$ cat config.mk
export PLATFORM = sky130hd
export DESIGN_NAME = sync_fifo_wr_arb
export DESIGN_NICKNAME = d
export VERILOG_FILES = /design/src/rtl/sync_fifo_arb_pkg.sv /design/src/rtl/rr_arbiter.sv /design/src/rtl/sync_fifo_wr_arb.sv
export SDC_FILE = /design/constraint.sdc
export NUM_CORES = 1
export LEC_CHECK = 0
export CORE_UTILIZATION = 42
export CTS_CLUSTER_DIAMETER = 80
export DETAILED_ROUTE_END_ITERATION = 16
export PLACE_DENSITY = 0.84
export SYNTH_ARGS = -nofsm -noshare
export SYNTH_HDL_FRONTEND = slang
export SYNTH_SLANG_ARGS = --single-unit
$ cat constraint.sdc
create_clock -name clk -period 2.9 [get_ports clk]
set_clock_uncertainty 0.05 [all_clocks]
set_input_delay 0.29 -clock clk [delete_from_list [all_inputs] [get_ports clk]]
set_output_delay 0.29 -clock clk [all_outputs]
set_load 0.005 [all_outputs]
$ cat src/rtl/sync_fifo_arb_pkg.sv
//------------------------------------------------------------------------------
// Module   : sync_fifo_arb_pkg
// Purpose  : Shared constants and the round-robin search helper used by the
//            FIFO write arbiter and its pointer sub-module.
// Contents : PTR_W, ID_W     - width helpers for the default configuration
//            MAX_REQ         - largest supported producer count
//            rr_next()       - returns {found, idx} for a round-robin search
// Revision : 1.0 - initial release
//------------------------------------------------------------------------------
`default_nettype none

package sync_fifo_arb_pkg;

  localparam int DEF_DATA_DEPTH = 16;
  localparam int DEF_NUM_REQ    = 4;

  localparam int PTR_W = $clog2(DEF_DATA_DEPTH);
  localparam int ID_W  = $clog2(DEF_NUM_REQ);

  // The search helper works on a fixed 8-wide vector; callers zero-extend.
  localparam int MAX_REQ  = 8;
  localparam int RR_IDX_W = 3;

  // Scan last+1, last+2, ... modulo n and return the first valid index.
  // Result is {found, idx}; idx is 0 when nothing is valid.
  function automatic logic [RR_IDX_W:0] rr_next(
    input logic [MAX_REQ-1:0]  valid,
    input logic [RR_IDX_W-1:0] last,
    input int unsigned         n
  );
    logic [RR_IDX_W:0] res;
    int unsigned       idx;
    res = '0;
    for (int unsigned k = 1; k <= MAX_REQ; k++) begin
      if (k <= n) begin
        idx = (int'(last) + k) % n;
        if (!res[RR_IDX_W] && valid[idx]) begin
          res = {1'b1, idx[RR_IDX_W-1:0]};
        end
      end
    end
    return res;
  endfunction

endpackage

`default_nettype wire

$ cat src/rtl/rr_arbiter.sv
//------------------------------------------------------------------------------
// Module   : rr_arbiter
// Purpose  : Round-robin candidate search plus the "last accepted" pointer.
// Ports    : clk, rst_n          - clock, async active-low reset
//            valid[NUM_REQ]      - request vector
//            update, update_idx  - load pointer with update_idx on a transfer
//            cand_found/cand_idx - first valid requester after the pointer
//            last                - current pointer value
// Revision : 1.0 - initial release
//------------------------------------------------------------------------------
`default_nettype none

module rr_arbiter
  import sync_fifo_arb_pkg::*;
#(
  parameter int NUM_REQ = 4
) (
  input  logic                       clk,
  input  logic                       rst_n,
  input  logic [NUM_REQ-1:0]         valid,
  input  logic                       update,
  input  logic [$clog2(NUM_REQ)-1:0] update_idx,
  output logic                       cand_found,
  output logic [$clog2(NUM_REQ)-1:0] cand_idx,
  output logic [$clog2(NUM_REQ)-1:0] last
);

  localparam int c_id_w = $clog2(NUM_REQ);

  logic [c_id_w-1:0]   r_last;
  logic [MAX_REQ-1:0]  w_valid_ext;
  logic [RR_IDX_W:0]   w_search;

  always_comb begin
    w_valid_ext                = '0;
    w_valid_ext[NUM_REQ-1:0]   = valid;
  end

  assign w_search   = rr_next(w_valid_ext, RR_IDX_W'(r_last), NUM_REQ);
  assign cand_found = w_search[RR_IDX_W];
  assign cand_idx   = c_id_w'(w_search[RR_IDX_W-1:0]);
  assign last       = r_last;

  // Reset to the highest index so producer 0 is searched first.
  always_ff @(posedge clk or negedge rst_n) begin
    if (!rst_n) begin
      r_last <= c_id_w'(NUM_REQ - 1);
    end else if (update) begin
      r_last <= update_idx;
    end
  end

endmodule

`default_nettype wire

$ cat src/rtl/sync_fifo_wr_arb.sv
//------------------------------------------------------------------------------
// Module   : sync_fifo_wr_arb
// Purpose  : Round-robin write arbiter sharing one synchronous FIFO write port
//            among NUM_REQ valid/ready producers. Keeps its own occupancy
//            count so accepted beats can never overflow the FIFO despite the
//            registered write stage.
// Ports    : clk, rst_n           - clock, async active-low reset
//            req_valid/req_data   - producer i data at [i*DATA_WIDTH +: DATA_WIDTH]
//            req_ready            - one-hot or zero, combinational
//            fifo_wr_en/fifo_data - registered FIFO write port
//            fifo_rd_en/fifo_empty- FIFO read side, observed only
//            grant_id             - last accepted producer (registered)
//            level                - committed occupancy
// Config   : define SYNC_FIFO_ARB_BURST_EN to keep a grant for up to BURST_LEN
//            consecutive beats; otherwise pure per-beat round-robin.
// Revision : 1.0 - initial release
//------------------------------------------------------------------------------
`default_nettype none

module sync_fifo_wr_arb
  import sync_fifo_arb_pkg::*;
#(
  parameter int DATA_WIDTH = 8,
  parameter int DATA_DEPTH = 16,
  parameter int NUM_REQ    = 4,
  parameter int BURST_LEN  = 4
) (
  input  logic                          clk,
  input  logic                          rst_n,
  input  logic [NUM_REQ-1:0]            req_valid,
  input  logic [NUM_REQ*DATA_WIDTH-1:0] req_data,
  output logic [NUM_REQ-1:0]            req_ready,
  output logic                          fifo_wr_en,
  output logic [DATA_WIDTH-1:0]         fifo_data,
  input  logic                          fifo_rd_en,
  input  logic                          fifo_empty,
  output logic [$clog2(NUM_REQ)-1:0]    grant_id,
  output logic [$clog2(DATA_DEPTH):0]   level
);

  localparam int c_id_w  = $clog2(NUM_REQ);
  localparam int c_lvl_w = $clog2(DATA_DEPTH) + 1;

  logic [DATA_WIDTH-1:0] w_data_arr [NUM_REQ];
  logic                  w_cand_found;
  logic [c_id_w-1:0]     w_cand_idx;
  logic [c_id_w-1:0]     w_last;
  logic                  w_sel_found;
  logic [c_id_w-1:0]     w_sel_idx;
  logic                  w_space;
  logic                  w_inc;
  logic                  w_dec;

  logic                  r_wr_en;
  logic [DATA_WIDTH-1:0] r_data;
  logic [c_id_w-1:0]     r_grant;
  logic [c_lvl_w-1:0]    r_level;

  for (genvar gi = 0; gi < NUM_REQ; gi++) begin : g_unpack
    assign w_data_arr[gi] = req_data[gi*DATA_WIDTH +: DATA_WIDTH];
  end

  rr_arbiter #(
    .NUM_REQ    (NUM_REQ)
  ) u_rr (
    .clk        (clk),
    .rst_n      (rst_n),
    .valid      (req_valid),
    .update     (w_inc),
    .update_idx (w_sel_idx),
    .cand_found (w_cand_found),
    .cand_idx   (w_cand_idx),
    .last       (w_last)
  );

`ifdef SYNC_FIFO_ARB_BURST_EN
  localparam int c_cnt_w = $clog2(BURST_LEN) + 1;

  logic [c_cnt_w-1:0] r_burst_cnt;
  logic               w_hold;

  // A non-zero count means the producer at w_last owns an unfinished burst.
  assign w_hold      = (r_burst_cnt != '0) && req_valid[w_last] &&
                       (r_burst_cnt < c_cnt_w'(BURST_LEN));
  assign w_sel_found = w_hold | w_cand_found;
  assign w_sel_idx   = w_hold ? w_last : w_cand_idx;

  always_ff @(posedge clk or negedge rst_n) begin
    if (!rst_n) begin
      r_burst_cnt <= '0;
    end else if (w_inc) begin
      if (!w_hold) begin
        // Fresh grant from the round-robin search starts a new burst.
        r_burst_cnt <= (BURST_LEN > 1) ? c_cnt_w'(1) : '0;
      end else if ((r_burst_cnt + c_cnt_w'(1)) >= c_cnt_w'(BURST_LEN)) begin
        r_burst_cnt <= '0;
      end else begin
        r_burst_cnt <= r_burst_cnt + c_cnt_w'(1);
      end
    end else if ((r_burst_cnt != '0) && !req_valid[w_last]) begin
      r_burst_cnt <= '0;
    end
  end
`else
  logic w_unused_burst_len;
  assign w_unused_burst_len = (BURST_LEN > 0);
  assign w_sel_found        = w_cand_found;
  assign w_sel_idx          = w_cand_idx;
`endif

  // Readiness uses the committed level rather than the FIFO full flag, since
  // level already counts the beat sitting in the write register.
  assign w_space = (r_level < c_lvl_w'(DATA_DEPTH));

  always_comb begin
    req_ready = '0;
    if (w_sel_found && w_space) begin
      req_ready[w_sel_idx] = 1'b1;
    end
  end

  assign w_inc = w_sel_found && w_space && req_valid[w_sel_idx];
  assign w_dec = fifo_rd_en && !fifo_empty;

  always_ff @(posedge clk or negedge rst_n) begin
    if (!rst_n) begin
      r_wr_en <= 1'b0;
      r_data  <= '0;
      r_grant <= '0;
    end else begin
      r_wr_en <= w_inc;
      if (w_inc) begin
        r_data  <= w_data_arr[w_sel_idx];
        r_grant <= w_sel_idx;
      end
    end
  end

  // A read at level 0 is a protocol error; the count saturates at zero.
  always_ff @(posedge clk or negedge rst_n) begin
    if (!rst_n) begin
      r_level <= '0;
    end else if (w_inc && !w_dec) begin
      r_level <= r_level + c_lvl_w'(1);
    end else if (!w_inc && w_dec && (r_level != '0)) begin
      r_level <= r_level - c_lvl_w'(1);
    end
  end

  assign fifo_wr_en = r_wr_en;
  assign fifo_data  = r_data;
  assign grant_id   = r_grant;
  assign level      = r_level;

endmodule

`default_nettype wire

Word-level counts from Yosys, hierarchy flattened. Index checks and enable logic that the tools add are counted.

Input port bits: 40. Bits in registers: 18.

Add/subtract/negate cells: 6. Bitwise logic cells: 1. $lt $le $gt $ge: 8. Reduce and logical (&&, ||, !) cells: 18. Multiplexer cells: 22.

Operators by type and width (count): 4-bit two-way mux (5); 8-bit binary-select mux with 2-bit select (1); 2-bit by 4-bit < comparator with 1-bit output, second input constant (4); 8-bit two-way mux (2); 1-bit binary-select mux with 2-bit select (5); 1-bit logical AND (10); 5-bit two-way mux (2); 1-bit logical NOT (6); 1-bit two-way mux (6); 5-bit by 1-bit adder with 5-bit output, second input constant (1); 5-bit < comparator, second input constant (1); 5-bit nonzero test (1); 5-bit by 1-bit subtractor with 5-bit output, second input constant (1); 2-bit by 1-bit adder with 2-bit output, second input constant (2); 2-bit adder, second input constant (2); 3-bit >= comparator, second input constant (1); 2-bit by 3-bit < comparator with 1-bit output, second input constant (1); 2-bit NOT with 3-bit output (1); 1-bit demux with 2-bit select (1); 2-bit by 1-bit >= comparator with 1-bit output, second input constant (1); 2-bit nonzero test (1).

Depth between registers and ports, before layout. Gate-level depths: netlist (run 1).

Word-level depth: 21. Gate-level depth with buffers: 9. Depth with buffers taken out: 9.

By module. Synthesis (run 1) repeated with hierarchy kept, for this count alone.

Cell total of the unflattened synthesis: 98. Area, all modules: 1238.7 um^2.

Modules (own cells, without submodules): sync_fifo_wr_arb (area each 1074.8 um^2, cells each 80, instances 1); rr_arbiter (area each 163.9 um^2, cells each 18, instances 1).

Least setup slack after synthesis (run 1). OpenSTA, ideal clock, no wires.

Kind: register -> register. Start: reg r_level[4], in the netlist level[4]. End: reg r_level[4], in the netlist level[4]. Setup slack: 0.961 ns. Setup time: 0.125 ns. Cell stages (with the launch flop): 9. Arrival time: 1.763 ns. Cells stage by stage: dfrtp_1 -> a21o_1 -> nor2_1 -> inv_1 -> ha_1 -> nor2b_1 -> o21ai_0 -> nand3b_2 -> xor2_1.

Word-level cells in the longest chain between the ends: 7. Elaborated cells on any way between the ends: 13. Classes of those cells: add/sub: 2; order compare: 1; mux: 2; reduce/logical: 8.

RTL lines: start: declaration (RTL line sync_fifo_wr_arb.sv:57) `logic [c_lvl_w-1:0] r_level;`; start signal: assignment (RTL line sync_fifo_wr_arb.sv:144) `r_level <= r_level + c_lvl_w'(1);`; start signal: assignment (RTL line sync_fifo_wr_arb.sv:146) `r_level <= r_level - c_lvl_w'(1);`; 5-bit < comparator (RTL line sync_fifo_wr_arb.sv:113) `assign w_space = (r_level < c_lvl_w'(DATA_DEPTH));`; 1-bit logical AND (2 in series) (RTL line sync_fifo_wr_arb.sv:122) `assign w_inc = w_sel_found && w_space && req_valid[w_sel_idx];`; 1-bit logical NOT (RTL line sync_fifo_wr_arb.sv:145) `end else if (!w_inc && w_dec && (r_level != '0)) begin`; 1-bit logical AND (2 in series) (RTL line sync_fifo_wr_arb.sv:145); 2-bit nonzero test (no source line).

Several ways; a longest one is shown, not always the timed one. The select of a mux whose other input is x is not followed. A chain may end at the register's enable or synchronous reset.

Worst setup path in the final report (run 1).
Start: reg u_rr.r_last[0], in the netlist u_rr.last[0]. End: out req_ready[0].

Word-level cells in the longest chain between the ends: 18. Elaborated cells on any way between the ends: 29. Classes of those cells: add/sub: 4; order compare: 2; mux: 15; reduce/logical: 8.

RTL lines: start: declaration (RTL line rr_arbiter.sv:30) `logic [c_id_w-1:0] r_last;`; start signal: assignment (RTL line rr_arbiter.sv:47) `r_last <= c_id_w'(NUM_REQ - 1);`; start signal: assignment (RTL line rr_arbiter.sv:49) `r_last <= update_idx;`; 2-bit by 1-bit adder with 2-bit output (RTL line sync_fifo_arb_pkg.sv:36) `idx = (int'(last) + k) % n;`; 1-bit binary-select mux with 2-bit select (RTL line sync_fifo_arb_pkg.sv:37) `if (!res[RR_IDX_W] && valid[idx]) begin`; 1-bit two-way mux (not written as such) (RTL line sync_fifo_arb_pkg.sv:37); 4-bit two-way mux (RTL line sync_fifo_arb_pkg.sv:37); 1-bit logical NOT (RTL line sync_fifo_arb_pkg.sv:37); 1-bit logical AND (RTL line sync_fifo_arb_pkg.sv:37); 4-bit two-way mux (RTL line sync_fifo_arb_pkg.sv:37); 1-bit logical NOT (RTL line sync_fifo_arb_pkg.sv:37); (+2 left out); 1-bit logical NOT (RTL line sync_fifo_arb_pkg.sv:37); 1-bit logical AND (RTL line sync_fifo_arb_pkg.sv:37); 4-bit two-way mux (*) (RTL line sync_fifo_arb_pkg.sv:37); 2-bit by 3-bit < comparator with 1-bit output (not written as such) / 2-bit by 1-bit >= comparator with 1-bit output (equally long branches) (RTL line sync_fifo_wr_arb.sv:118) `req_ready[w_sel_idx] = 1'b1;`; 1-bit logical AND (not written as such) (RTL line sync_fifo_wr_arb.sv:118); 1-bit two-way mux (not written as such) (RTL line sync_fifo_wr_arb.sv:118); 1-bit demux with 2-bit select (RTL line sync_fifo_wr_arb.sv:118); 4-bit two-way mux (*) (RTL line sync_fifo_wr_arb.sv:117) `if (w_sel_found && w_space) begin`; end: declaration (RTL line sync_fifo_wr_arb.sv:32) `output logic [NUM_REQ-1:0] req_ready,`.

Mark *: on every way between the ends. The rest lies on a longest branch, timed or not. The select of a mux whose other input is x is not followed.

==> results of run 1 <==
state kept, by name, indices dropped and copies added (netlist names):
name	count
fifo_data	8
fifo_wr_en	1
grant_id	2
level	5
u_rr.last	2
cell type report:
class / count / area, µm²
timing repair buffer: 65 / 635.6
inverter: 6 / 22.52
multi-input combinational: 87 / 690.7
sequential: 18 / 452.9
tap: 30 / 37.54
clock buffer: 4 / 36.28
fill: 199 / 714.4
metrics by stage:
step | worst slack (ns) | total power [mW] | utilization (%) | cells
6_report | 0.3423 | 1.761 | 72.42 | 210
5_1_grt | 0.1952 | 1.901 | 72.42 | 210
4_1_cts | 0.3259 | 1.779 | 72.42 | 210
3_5_place_dp | 0.3385 | 1.601 | 71.01 | 206
3_3_place_gp | 0.4699 | 1.555 | 71.01 | 206
2_1_floorplan | 0.9613 | 1.125 | - | 116
path summary, 6_finish.rpt:
kind / endpoint / slack, ns / cells after the start
worst max-delay path: req_ready[0] / 0.34 / 6
worst min-delay path: fifo_data[2] / 0.39 / 1
worst max register to register: level[4] / 0.84 / 8
worst min register to register: fifo_data[5] / 0.46 / 2
max in group asynchronous: level[3] / 1.88 / 1
min in group clk: fifo_data[5] / 0.46 / 2
cell families (layout without fill, tap and decap cells):
group,Yosys count,after routing,share of synthesized area [%]
compound gates,22,22,17.80
fa+ha+maj,5,5,5.864
buf+inv,11,75,4.921
xor+xnor,4,4,2.932
flops,18,18,37.91
simple gates,39,39,15.29
mux,17,17,15.29
synthesized netlist by cell type, drive strengths merged, types with 2 or more instances:
master	n	area, µm²
inv	6	22.52
mux2i	17	182.7
nor2	14	52.55
nand2b	4	25.02
xnor2	2	17.52
nor2b	2	12.51
xor2	2	17.52
buf	4	32.53
nand2	14	52.55
dfstp	2	52.55
o21ai	3	26.27
a21oi	8	40.04
o221ai	8	120.1
dfrtp	16	400.4
ha	4	50.05
worst max-delay path, stage by stage, from the launching register on:
cell and delay (ns):
sky130_fd_sc_hd__dfstp_2 0.56, sky130_fd_sc_hd__nand2b_1 0.12, sky130_fd_sc_hd__o21ai_1 0.11, sky130_fd_sc_hd__a211oi_4 0.38
sky130_fd_sc_hd__inv_2 0.07, sky130_fd_sc_hd__nor2_1 0.13, sky130_fd_sc_hd__clkdlybuf4s50_1 0.54
cell usage in the layout, fill, tap and decap left out:
| cell type | instances |
|---|---|
| sky130_fd_sc_hd__dfrtp_1 | 16 |
| sky130_fd_sc_hd__clkdlybuf4s50_1 | 59 |
| sky130_fd_sc_hd__nor2b_1 | 2 |
| sky130_fd_sc_hd__nand2_1 | 14 |
| sky130_fd_sc_hd__nor3_1 | 1 |
| sky130_fd_sc_hd__mux2i_1 | 16 |
| sky130_fd_sc_hd__fa_1 | 1 |
| sky130_fd_sc_hd__buf_4 | 6 |
| sky130_fd_sc_hd__inv_2 | 2 |
| sky130_fd_sc_hd__xnor2_1 | 2 |
| sky130_fd_sc_hd__dfstp_2 | 2 |
| sky130_fd_sc_hd__a21o_1 | 1 |
| sky130_fd_sc_hd__nand3_1 | 1 |
| sky130_fd_sc_hd__and2b_1 | 1 |
| sky130_fd_sc_hd__nor2_1 | 14 |
| sky130_fd_sc_hd__o21ai_1 | 1 |
| sky130_fd_sc_hd__o21ai_4 | 1 |
| sky130_fd_sc_hd__o221ai_2 | 8 |
| sky130_fd_sc_hd__a21oi_1 | 8 |
| sky130_fd_sc_hd__a211oi_4 | 1 |
| sky130_fd_sc_hd__nand3b_2 | 1 |
| sky130_fd_sc_hd__inv_1 | 4 |
| sky130_fd_sc_hd__or4_4 | 1 |
| sky130_fd_sc_hd__xor2_1 | 2 |
| sky130_fd_sc_hd__mux2i_4 | 1 |
| sky130_fd_sc_hd__o22ai_1 | 1 |
| sky130_fd_sc_hd__clkbuf_8 | 1 |
| sky130_fd_sc_hd__o21ai_0 | 1 |
| sky130_fd_sc_hd__clkbuf_4 | 3 |
| sky130_fd_sc_hd__nand2b_1 | 4 |
| sky130_fd_sc_hd__ha_1 | 4 |
layer usage:
layer  vias up  GRT usage (%)  routed length [µm]
met5         -              0                   0
met4         0          13.57                  99
met3        11          5.152                 122
met2        35          43.89                1774
met1       520          25.11                1324
li1        533              -                   -
where the power goes:
group          internal [mW]  switching, mW  total, mW
Sequential             0.388          0.106      0.494
Clock                 0.0770         0.0940      0.171
Combinational          0.603          0.493       1.10
Total                   1.07          0.693       1.76
==> impl_summary.log, run 1 <==
INFO  metric grt_start_max_net_pins = 19
INFO  metric timing.setup.tns = 0 ns
INFO  metric critical_path_arrival = 2.22 ns
INFO  metric postCtsSetupRepairBufs = 0
INFO  metric antennaDiodeCount = 0
INFO  metric post_synth.cell_area_avg = 10.30 µm²
INFO  metric detailed_place.area = 1839 µm²
INFO  metric rr_startpoint = level[4]
INFO  metric vdd_ir_drop_max = 0.6532 mV
INFO  metric placeableCoreArea = 2590 µm²
INFO  metric number_of_enable_type_register_cells_in_the_synthesized_netlist = 0
INFO  metric ctsResizeCount = 0
INFO  metric cell_pwr_density = 939.1 nW/µm²
INFO  metric top_level_ports = 60
INFO  metric numCtsBuffers = 3
INFO  metric firstDrtPassIters = 4
INFO  metric initial_drc_count = 18
INFO  metric syn-cell-area = 1195 µm²
INFO  metric worst_pin_slew = 0.8570 ns
INFO  metric run_status = completed
INFO  metric detail_route.wirelength = 3321 µm
INFO  metric postRouteAntennaNets = 0
INFO  metric cts_htree_levels = 1
INFO  metric drt-wirelength-per-cell = 15.81 µm
INFO  metric worst_ep_required_time = 2.56 ns
INFO  metric numClockSinks = 18
INFO  metric starting_density_of_the_core = 46.14%
INFO  metric syn-instance-count = 116
INFO  metric grt_overflow_total = 0
INFO  metric timing_worst_setup_path_type = reg -> out
INFO  metric min_path_type = in -> async
INFO  metric cts_buffer_depth = 2
INFO  metric clock_tree_from_tritoncts = built
INFO  metric drv.max_cap_violation_count = 0
INFO  metric cts.reportedPaths.clkPinSlew = 0.12 ns
INFO  metric core.rowCount = 18
INFO  metric final_min_period_over_clock_period = 88.20%
INFO  metric antenna_found_initial = 0
INFO  metric number_of_storage_elements_in_the_synthesis_netlist = 18
INFO  metric timing.slew.headroom = 42.69%
INFO  metric final-max-slew-violation-count = 0
INFO  metric vias_in_the_first_global_route = 1227
INFO  metric globalplace.congestion = 0.7722
INFO  metric grtUsageTotal = 24.00%
INFO  metric fraction_of_synthesis_flops_using_an_asynchronous_set_or_reset_pin = 100.0%
INFO  metric setup_viol = 0
INFO  metric stdcell_area = 1876 µm²
INFO  metric critical_path_peak_fanout = 5
INFO  metric hold_buffer_count_at_cts = 0
INFO  metric hpwlAfterDp = 2648 µm
INFO  metric p_leak = 0.8131 nW
INFO  metric critical_path.endpoint_type = output pin
INFO  metric cts.root.buffer_cell = sky130_fd_sc_hd__clkbuf_4
INFO  metric rsz_0062_raised_after_global_routing = false
INFO  metric netlist-cell-type-count = 30
INFO  metric design.die.area = 3063 µm²
INFO  metric syn_to_final_growth = 56.96%
INFO  metric drt-vias-per-instance = 5.233
INFO  metric startpoint = u_rr.last[0]
INFO  metric port_buffers = 59
INFO  metric most_instantiated_flip_flop_cell_in_the_synthesis_netlist = sky130_fd_sc_hd__dfrtp_1
INFO  metric fmax = 391.0 MHz
INFO  metric synth.yosys.seq_area_share = 37.91%
INFO  metric synth_nets = 161
INFO  metric floorplan.die.height = 55.34 µm
INFO  metric wire_length_of_the_first_global_routing_pass = 5609 µm
INFO  metric startpoint_type = flip-flop
INFO  metric detailroute.via_count = 1099
INFO  metric clkLatencyLatePin = 0.32 ns
INFO  metric min_period = 2.558 ns
INFO  metric nets = 226
INFO  metric yosysWarningCount = 0
INFO  metric hold-worst-slack = 0.3941 ns
INFO  metric layout-drive-gt1-share = 15.00%
INFO  metric width_of_the_chip = 55.34 µm
INFO  metric detail_route.drc_violations = 0
INFO  metric finalHoldViolations = 0
Power figures use the tool's default switching activity.
==> inputs of run 2 (changes only) <==
Settings changed: CORE_MARGIN set to 1.
==> results of run 2 <==
No change in the layout: final DEF, timing and power equal those of run 1.
